===== config.mk =====
export PLATFORM = sky130hd
export DESIGN_NAME = snake_dir_ctrl
export DESIGN_NICKNAME = d
export VERILOG_FILES = /design/src/rtl/snake_pkg.sv /design/src/rtl/key_debounce.sv /design/src/rtl/snake_dir_ctrl.sv
export SDC_FILE = /design/constraint.sdc
export NUM_CORES = 1
export LEC_CHECK = 0
export ABC_AREA = 1
export CORE_MARGIN = 3
export CORE_UTILIZATION = 45
export DETAILED_ROUTE_END_ITERATION = 16
export GPL_TIMING_DRIVEN = 0
export MAX_ROUTING_LAYER = met4
export SLEW_MARGIN = 20
export SYNTH_ARGS = -nofsm -noshare
export SYNTH_HDL_FRONTEND = slang
export SYNTH_HIERARCHICAL = 1
export SYNTH_SLANG_ARGS = --single-unit

===== constraint.sdc =====
create_clock -name clk -period 1.6 [get_ports clk]
set_input_delay 0.4 -clock clk [delete_from_list [all_inputs] [get_ports clk]]
set_output_delay 0.4 -clock clk [all_outputs]
set_load 0.01 [all_outputs]

===== src/rtl/snake_pkg.sv =====
//------------------------------------------------------------------------------
// Module  : snake_pkg
// Purpose : Shared direction type, reset heading and reversal helper for the
//           snake direction controller and the snake mover.
// Rev     : 1.0 - initial release
//------------------------------------------------------------------------------
`default_nettype none

package snake_pkg;

  typedef enum logic [1:0] {
    DIR_UP    = 2'd0,
    DIR_RIGHT = 2'd1,
    DIR_DOWN  = 2'd2,
    DIR_LEFT  = 2'd3
  } dir_t;

  localparam dir_t DIR_RESET = DIR_RIGHT;

  // Opposite headings differ only in bit 1 (UP<->DOWN, RIGHT<->LEFT).
  function automatic logic is_reverse(input dir_t a, input dir_t b);
    return (a ^ b) == 2'b10;
  endfunction

endpackage

`default_nettype wire


===== src/rtl/key_debounce.sv =====
//------------------------------------------------------------------------------
// Module  : key_debounce
// Purpose : One active-low push button: 2-FF synchroniser, stability counter,
//           debounced level and a one-cycle press pulse on release->press.
// Rev     : 1.0 - initial release
//------------------------------------------------------------------------------
`default_nettype none

module key_debounce #(
  parameter int unsigned DEBOUNCE_CYCLES = 500000
) (
  input  logic clk,
  input  logic reset,
  input  logic key_n_i,
  output logic press_o
);

  localparam int unsigned     CNT_W    = (DEBOUNCE_CYCLES > 1) ? $clog2(DEBOUNCE_CYCLES) : 1;
  localparam logic [CNT_W-1:0] CNT_LAST = CNT_W'(DEBOUNCE_CYCLES - 1);

  logic             sync1_q;
  logic             sync2_q;
  logic             stable_q;
  logic             stable_d;
  logic             stable_dly_q;
  logic             press_q;
  logic [CNT_W-1:0] cnt_q;
  logic [CNT_W-1:0] cnt_d;

  // Count while the synchronised level disagrees with the stable level; any agreement restarts
  always_comb begin
    stable_d = stable_q;
    cnt_d    = '0;
    if (sync2_q != stable_q) begin
      if (cnt_q == CNT_LAST) begin
        stable_d = sync2_q;
      end else begin
        cnt_d = cnt_q + 1'b1;
      end
    end
  end

  // Synchroniser, debounce state and registered press edge (levels reset to released = 1)
  always_ff @(posedge clk) begin
    if (reset) begin
      sync1_q      <= 1'b1;
      sync2_q      <= 1'b1;
      stable_q     <= 1'b1;
      stable_dly_q <= 1'b1;
      cnt_q        <= '0;
      press_q      <= 1'b0;
    end else begin
      sync1_q      <= key_n_i;
      sync2_q      <= sync1_q;
      stable_q     <= stable_d;
      cnt_q        <= cnt_d;
      stable_dly_q <= stable_q;
      press_q      <= stable_dly_q & ~stable_q;
    end
  end

  assign press_o = press_q;

endmodule

`default_nettype wire


===== src/rtl/snake_dir_ctrl.sv =====
//------------------------------------------------------------------------------
// Module  : snake_dir_ctrl
// Purpose : Turns four raw active-low buttons into the committed snake heading.
//           Debounces each key, picks one press per cycle, rejects reversals and
//           duplicates, buffers accepted turns and commits one per move_tick.
// Config  : SNAKE_DIR_QUEUE_EN defined   -> QUEUE_DEPTH-entry pending FIFO
//           SNAKE_DIR_QUEUE_EN undefined -> single overwriteable pending turn
// Rev     : 1.0 - initial release
//------------------------------------------------------------------------------
`default_nettype none

module snake_dir_ctrl
  import snake_pkg::*;
#(
  parameter int unsigned DEBOUNCE_CYCLES = 500000,
  parameter int unsigned QUEUE_DEPTH     = 2
) (
  input  logic       clk,
  input  logic       reset,
  input  logic [3:0] key_n,
  input  logic       move_tick,
  output logic [1:0] direction,
  output logic       turn_accepted,
  output logic       turn_dropped
);

  logic [3:0] press;
  logic       pick_valid;
  dir_t       pick;
  dir_t       ref_dir;
  dir_t       dir_d;
  dir_t       direction_q;
  logic       pop;
  logic       accept;
  logic       accepted_q;
  logic       dropped_q;

  if (QUEUE_DEPTH < 1) begin : g_bad_depth
    $error("snake_dir_ctrl: QUEUE_DEPTH must be at least 1");
  end

  for (genvar gi = 0; gi < 4; gi++) begin : g_key
    key_debounce #(
      .DEBOUNCE_CYCLES(DEBOUNCE_CYCLES)
    ) u_debounce (
      .clk    (clk),
      .reset  (reset),
      .key_n_i(key_n[gi]),
      .press_o(press[gi])
    );
  end

  // Lowest key index wins when several presses land in the same cycle
  always_comb begin
    pick_valid = |press;
    pick       = DIR_UP;
    for (int i = 3; i >= 0; i--) begin
      if (press[i]) pick = dir_t'(2'(i));
    end
  end

`ifdef SNAKE_DIR_QUEUE_EN
  localparam int unsigned PTR_W = (QUEUE_DEPTH > 1) ? $clog2(QUEUE_DEPTH) : 1;
  localparam int unsigned CNT_W = $clog2(QUEUE_DEPTH + 1);
  localparam logic [PTR_W-1:0] PTR_LAST = PTR_W'(QUEUE_DEPTH - 1);

  dir_t             fifo_q [QUEUE_DEPTH];
  logic [PTR_W-1:0] rd_ptr_q, rd_ptr_d;
  logic [PTR_W-1:0] wr_ptr_q, wr_ptr_d;
  logic [PTR_W-1:0] tail_ptr;
  logic [CNT_W-1:0] count_q, count_d, post_count;
  logic             full;

  function automatic logic [PTR_W-1:0] ptr_inc(input logic [PTR_W-1:0] p);
    return (p == PTR_LAST) ? '0 : p + 1'b1;
  endfunction

  // Pop first, then judge the press against the post-pop tail and occupancy
  always_comb begin
    pop        = move_tick && (count_q != '0);
    dir_d      = pop ? fifo_q[rd_ptr_q] : direction_q;
    rd_ptr_d   = pop ? ptr_inc(rd_ptr_q) : rd_ptr_q;
    post_count = pop ? count_q - 1'b1 : count_q;
    tail_ptr   = (wr_ptr_q == '0) ? PTR_LAST : wr_ptr_q - 1'b1;
    ref_dir    = (post_count != '0) ? fifo_q[tail_ptr] : dir_d;
    full       = (post_count == CNT_W'(QUEUE_DEPTH));
    accept     = pick_valid && !is_reverse(pick, ref_dir) && (pick != ref_dir) && !full;
    wr_ptr_d   = accept ? ptr_inc(wr_ptr_q) : wr_ptr_q;
    count_d    = accept ? post_count + 1'b1 : post_count;
  end

  // Pending-turn FIFO storage and pointers
  always_ff @(posedge clk) begin
    if (reset) begin
      rd_ptr_q <= '0;
      wr_ptr_q <= '0;
      count_q  <= '0;
      for (int i = 0; i < int'(QUEUE_DEPTH); i++) fifo_q[i] <= DIR_RESET;
    end else begin
      rd_ptr_q <= rd_ptr_d;
      wr_ptr_q <= wr_ptr_d;
      count_q  <= count_d;
      if (accept) fifo_q[wr_ptr_q] <= pick;
    end
  end
`else
  dir_t pend_q, pend_d;
  logic pend_valid_q, pend_valid_d;

  // Commit the pending turn on a tick; a valid press overwrites whatever is pending
  always_comb begin
    pop          = move_tick && pend_valid_q;
    dir_d        = pop ? pend_q : direction_q;
    ref_dir      = dir_d;
    accept       = pick_valid && !is_reverse(pick, ref_dir) && (pick != ref_dir);
    pend_d       = accept ? pick : pend_q;
    pend_valid_d = accept | (pend_valid_q & ~pop);
  end

  // Single pending-turn register with its valid bit
  always_ff @(posedge clk) begin
    if (reset) begin
      pend_q       <= DIR_RESET;
      pend_valid_q <= 1'b0;
    end else begin
      pend_q       <= pend_d;
      pend_valid_q <= pend_valid_d;
    end
  end
`endif

  // Committed heading and the one-cycle accept/drop pulses
  always_ff @(posedge clk) begin
    if (reset) begin
      direction_q <= DIR_RESET;
      accepted_q  <= 1'b0;
      dropped_q   <= 1'b0;
    end else begin
      direction_q <= dir_d;
      accepted_q  <= accept;
      dropped_q   <= pick_valid & ~accept;
    end
  end

  assign direction     = direction_q;
  assign turn_accepted = accepted_q;
  assign turn_dropped  = dropped_q;

endmodule

`default_nettype wire


---- Yosys cells after proc, flatten, opt, wreduce, memory -nomap -nowiden ----
Cells that the tools add are included.
word-level totals
  bits in registers ....................... 103
  input bits .............................. 7
  output and inout bits ................... 4
  logic and storage cells ................. 79
operators by class
  add/sub/neg operators ................... 4
  equal/unequal tests ..................... 10
  muxes and demuxes ....................... 5
  bitwise logic cells ..................... 18
  reduce and logical (&&, ||, !) cells .... 13
operators by type and width
  cell                   number
  $add 19x1->19 const B  4
  $eq 19x19->1 const B   4
  $reduce_or 3->1        4
  $mux 2                 5
  $not 1->1              10
  $reduce_and 2->1       4
  $and 1x1->1            6
  $ne 1x1->1             4
  $reduce_or 4->1        1
  $logic_and 1x1->1      3
  $eq 2x2->1 const B     1
  $ne 2x2->1             1
  $xor 2x2->2            1
  $logic_not 1->1        1
  $or 1x1->1             1

---- Depth between registers and ports, before layout ----
  word-level depth ........................ 11
  gate-level depth with buffers ........... 9

---- By module ----
The synthesis kept the hierarchy.
by module, submodules not included
  module          times used  cells each  area each (um2)  seq. area each (um2)
  key_debounce    4           165         1,138.6          480.5
  snake_dir_ctrl  1           49          360.3            140.1

---- Worst setup path before layout ----
OpenSTA, ideal clock, no wires.
  path type ............................... register to register
  start point ............................. register g_key[0].u_debounce.cnt_q[0]
  end point ............................... register g_key[0].u_debounce.cnt_q[2]
  library setup time ...................... 0.116 ns
  arrival ................................. 1.234 ns
  slack ................................... 0.250 ns
  stages on the path, launching flop included .. 10
  path buffers ............................ 1
  cell sequence ........................... dfxtp_1 > ha_1 > nand3_2 > inv_1 > nand3_1 > nor2_2 > nor2_4 > inv_4 > buf_6 > nor2_1
on the way
  cells in the longest elaborated chain, start to end .. 2
RTL lines
  item                                                                   RTL line            RTL
  start: declaration                                                     key_debounce.sv:27  logic [CNT_W-1:0] cnt_q;
  start signal: assignment                                               key_debounce.sv:56  cnt_q <= cnt_d;
  parallel branches: the longest is 2 deep, another holds $add 19x1->19  -
Several ways; the timed one is not identified.
A chain may end at the register's enable or synchronous reset.

---- Final worst setup path ----
  start point ............................. register g_key[2].u_debounce.cnt_q[0]
  end point ............................... register g_key[2].u_debounce.cnt_q[9]
on the way
  cells in the longest elaborated chain, start to end .. 2
RTL lines
  item                                                                   RTL line
  start: declaration                                                     key_debounce.sv:27
  start signal: assignment                                               key_debounce.sv:56
  parallel branches: the longest is 2 deep, another holds $add 19x1->19  -
Several ways; the timed one is not identified.

==> results.sh <==
export IMPL_holdBufCountCts=0
export IMPL_post_route_cell_area_um2=5440
export IMPL_setup_viol=0
export IMPL_drv_slew=0
export IMPL_vias=3992
export IMPL_static_leakage_power_nw=2.04
export IMPL_grt_pass1_wl_um=16000
export IMPL_tightest_slew_ns=0.454
export IMPL_grtUsageTotal_pct=15.7
export IMPL_critPathMaxFanout=10
export IMPL_synth_area_leaders="dfxtp_1, nand2_1, nor2_1"
export IMPL_dr_pass1_iters=4
export IMPL_status="completed"
export IMPL_synth_cells=709
export IMPL_dieArea_um2=12200
export IMPL_grt_start_max_net_pins=24
export IMPL_yosys_register_bits=103
export IMPL_finalCritPeriodShare_pct=93.5
export IMPL_clock_latency_ns=0.36
export IMPL_vias_per_cell=4.57
export IMPL_gp_congestion=0.906
export IMPL_routed_wl_um=8770
export IMPL_synth_most_common_cell="nand2_1"
export IMPL_clkPwrFrac_pct=35.4
export IMPL_dp_hpwl_um=6600
export IMPL_cp_end_kind="flop"
export IMPL_worstSetupPathDepth=9
export IMPL_min_period_ns=1.50
export IMPL_maxCapViolations=0
export IMPL_post_dp_cell_area_um2=5180
export IMPL_design_core_area_um2=10500
export IMPL_finalSetupTns_ns=0
export IMPL_n_antenna_cell=0
export IMPL_die_w_um=111
export IMPL_p_sw_share_pct=21.8
export IMPL_globalRouteOverflowTotal=0
export IMPL_critPathArrivalTime_ns=1.75
export IMPL_nets=743
export IMPL_holdPathStages=2
export IMPL_num_fill_cells=1071
export IMPL_port_buffers=10
export IMPL_crit_chain="ha_4, nand3_2, inv_2, nand3_1, nor2_2, nor2_4, inv_4, buf_8, nor2_1"
export IMPL_fin_skew_ns=0.00569
export IMPL_cts_buffers=9
export IMPL_cts_tree="done"
export IMPL_synthFlopType="dfxtp_1"
export IMPL_area_growth_pct=10.7
export IMPL_combPwrFrac_pct=1.9
export IMPL_antenna_found_initial=0
export IMPL_antenna_left=0
export IMPL_fp_dieH_um=111
export IMPL_start_util_pct=47.0
export IMPL_power_switching_mw=0.898
export IMPL_vdd_drop_max_mv=0.647
export IMPL_synth_cell_types=24
export IMPL_wl_per_cell_um=10.0
export IMPL_synth_edff_count=0
export IMPL_syn_num_nets=720
export IMPL_drt_iter0_markers=191
export IMPL_crit_family="simple AND/OR/NAND/NOR gates"
export IMPL_ys_seq_area_share_pct=42.0
export IMPL_grt_pass1_vias=3783
export IMPL_start_kind="flop"
export IMPL_drive_gt1_share_pct=11.4
export IMPL_avgSynthCellArea_um2=6.93
export IMPL_worst_endpoint_required_ns=1.86
export IMPL_cts_path_max_buffers=2
export IMPL_path_clk_slew_ns=0.09
export IMPL_ys_warn_count=6
export IMPL_worst_path_max_delay_cell="dfxtp_2"
export IMPL_pwr_density_cell_nw_per_um2=756
export IMPL_synth_top_area_cell="dfxtp_1"
export IMPL_hold_path_class="flop to flop"
export IMPL_r2r_cells=9
export IMPL_syn_area_um2=4910
export IMPL_max_freq_mhz=669
export IMPL_post_route_drc_count=0
export IMPL_cts_sinks=103
export IMPL_ios=11
export IMPL_rows=37
export IMPL_path_buf_inv=3
export IMPL_slowest_delay_ns=0.37
export IMPL_ys_async_sr_fraction_pct=0
export IMPL_synth_common_cells="nand2_1, nor2_1, dfxtp_1, inv_1, xor2_1"
export IMPL_critPathKind="flop to flop"
export IMPL_finalHoldViolations=0
export IMPL_htreeDepth=3
export IMPL_root_buffer="clkbuf_8"
export IMPL_intPower_mw=3.21
export IMPL_seqPwrFrac_pct=62.7
export IMPL_synth_top_area_share_pct=42.0
export IMPL_slew_headroom_pct=69.7
-- registers in the layout (all words and copies together), names as in the netlist, named ones only --
signal,flops
g_key.u_debounce/cnt_q,76
g_key.u_debounce/press_o,4
g_key.u_debounce/stable_dly_q,4
g_key.u_debounce/stable_q,4
g_key.u_debounce/sync1_q,4
g_key.u_debounce/sync2_q,4
pend_q,2
direction,1
pend_valid_q,1
turn_accepted,1
turn_dropped,1
-- logic make-up (layout without fill, tap and decap cells) --
kind of cell	Yosys count	after routing	share of synthesized area [%]
simple gates	419	419	36.7
buf+inv	111	139	9.29
fa+ha+maj	4	4	1.02
compound gates	24	24	2.52
flops	103	103	42.0
xor+xnor	48	48	8.55
-- power groups by stage --
stage	combinational (mW)	clock, mW	sequential [mW]
after floorplan	0.0440	0	2.64
after global placement	0.0770	0	2.64
after detailed placement	0.0789	0	2.64
after CTS	0.0781	1.53	2.58
after global routing	0.0879	1.63	2.58
final	0.0766	1.46	2.58
-- metrics by stage --
step                power, mW  instances  worst slack (ns)  hold slack [ns]  util [%]
detailed placement       2.72        855            -0.664            0.399      49.6
finish                   4.11        873             0.104            0.410      52.0
global placement         2.72        855            -0.578            0.391      49.6
global route             4.30        873          -0.00628            0.419      52.0
CTS                      4.19        872           0.00307            0.407      51.4
floorplan                2.68        709             0.250            0.389         -
-- what timing repair did --
action / in CTS / in global routing
gates cloned: 0 / 0
pin swaps: 3 / 4
resized for setup: 12 / 21
endpoints found under the setup margin: 84 / 46
setup buffers: 1 / 1
-- final cells by class --
type,instances,area (um^2),area share [%]
clock buffers,11,141,2.60
repair buffers,12,105,1.93
inverters,107,412,7.56
clock inverters,5,33.8,0.621
plain buffers,4,52.6,0.966
flip-flops and latches,103,2070,38.1
well taps,136,170,3.13
multi-input cells,495,2460,45.1
-- layout by cell type, fill, tap and decap left out --
cell / n
nand4_1: 8
ha_2: 3
dfxtp_2: 7
dfxtp_1: 96
o21ai_1: 1
dlygate4sd2_1: 4
nand2_2: 3
clkdlybuf4s50_1: 5
o21ai_0: 12
inv_4: 4
or2_2: 12
clkbuf_8: 10
xor2_1: 36
inv_1: 97
buf_4: 2
nand2_4: 1
xnor2_1: 12
o21ai_2: 1
inv_2: 6
ha_4: 1
clkbuf_2: 1
a21oi_1: 10
buf_6: 2
clkinv_4: 1
nor2_1: 164
clkinv_2: 2
nand3_2: 8
nand3_1: 26
clkinvlp_4: 2
nand3b_1: 1
nor2_4: 11
clkbuf_1: 1
nand3_4: 2
buf_8: 2
nand2_1: 180
nor2_2: 3
-- layer usage --
layer  global-route usage, %  vias to the layer above  wire, um
met1                    19.3                     1778      4360
met5                       -                        -         0
li1                        -                     2164         -
met4                    3.78                        0        93
met3                    4.88                        8       316
met2                    25.3                       42      4000
-- final timing paths --
path	start	slack, ns	end
max	g_key[2].u_debounce/cnt_q[0]$_SDFF_PP0_	0.10	g_key[2].u_debounce/cnt_q[9]$_SDFF_PP0_
min	g_key[1].u_debounce/stable_dly_q$_SDFF_PP1_	0.41	g_key[1].u_debounce/press_o$_SDFF_PP0_
max reg2reg	g_key[2].u_debounce/cnt_q[0]$_SDFF_PP0_	0.10	g_key[2].u_debounce/cnt_q[9]$_SDFF_PP0_
min reg2reg	g_key[1].u_debounce/stable_dly_q$_SDFF_PP1_	0.41	g_key[1].u_debounce/press_o$_SDFF_PP0_
-- worst register-to-register path, delay by kind of cell, from the launching register on --
family                   cells  cell delay (ns)
AND/OR/NAND/NOR              5             0.56
flip-flops                   1             0.37
adder cells (fa/ha/maj)      1             0.15
buffers and inverters        3             0.32
No activity file was read; power rests on OpenSTA's default activity.
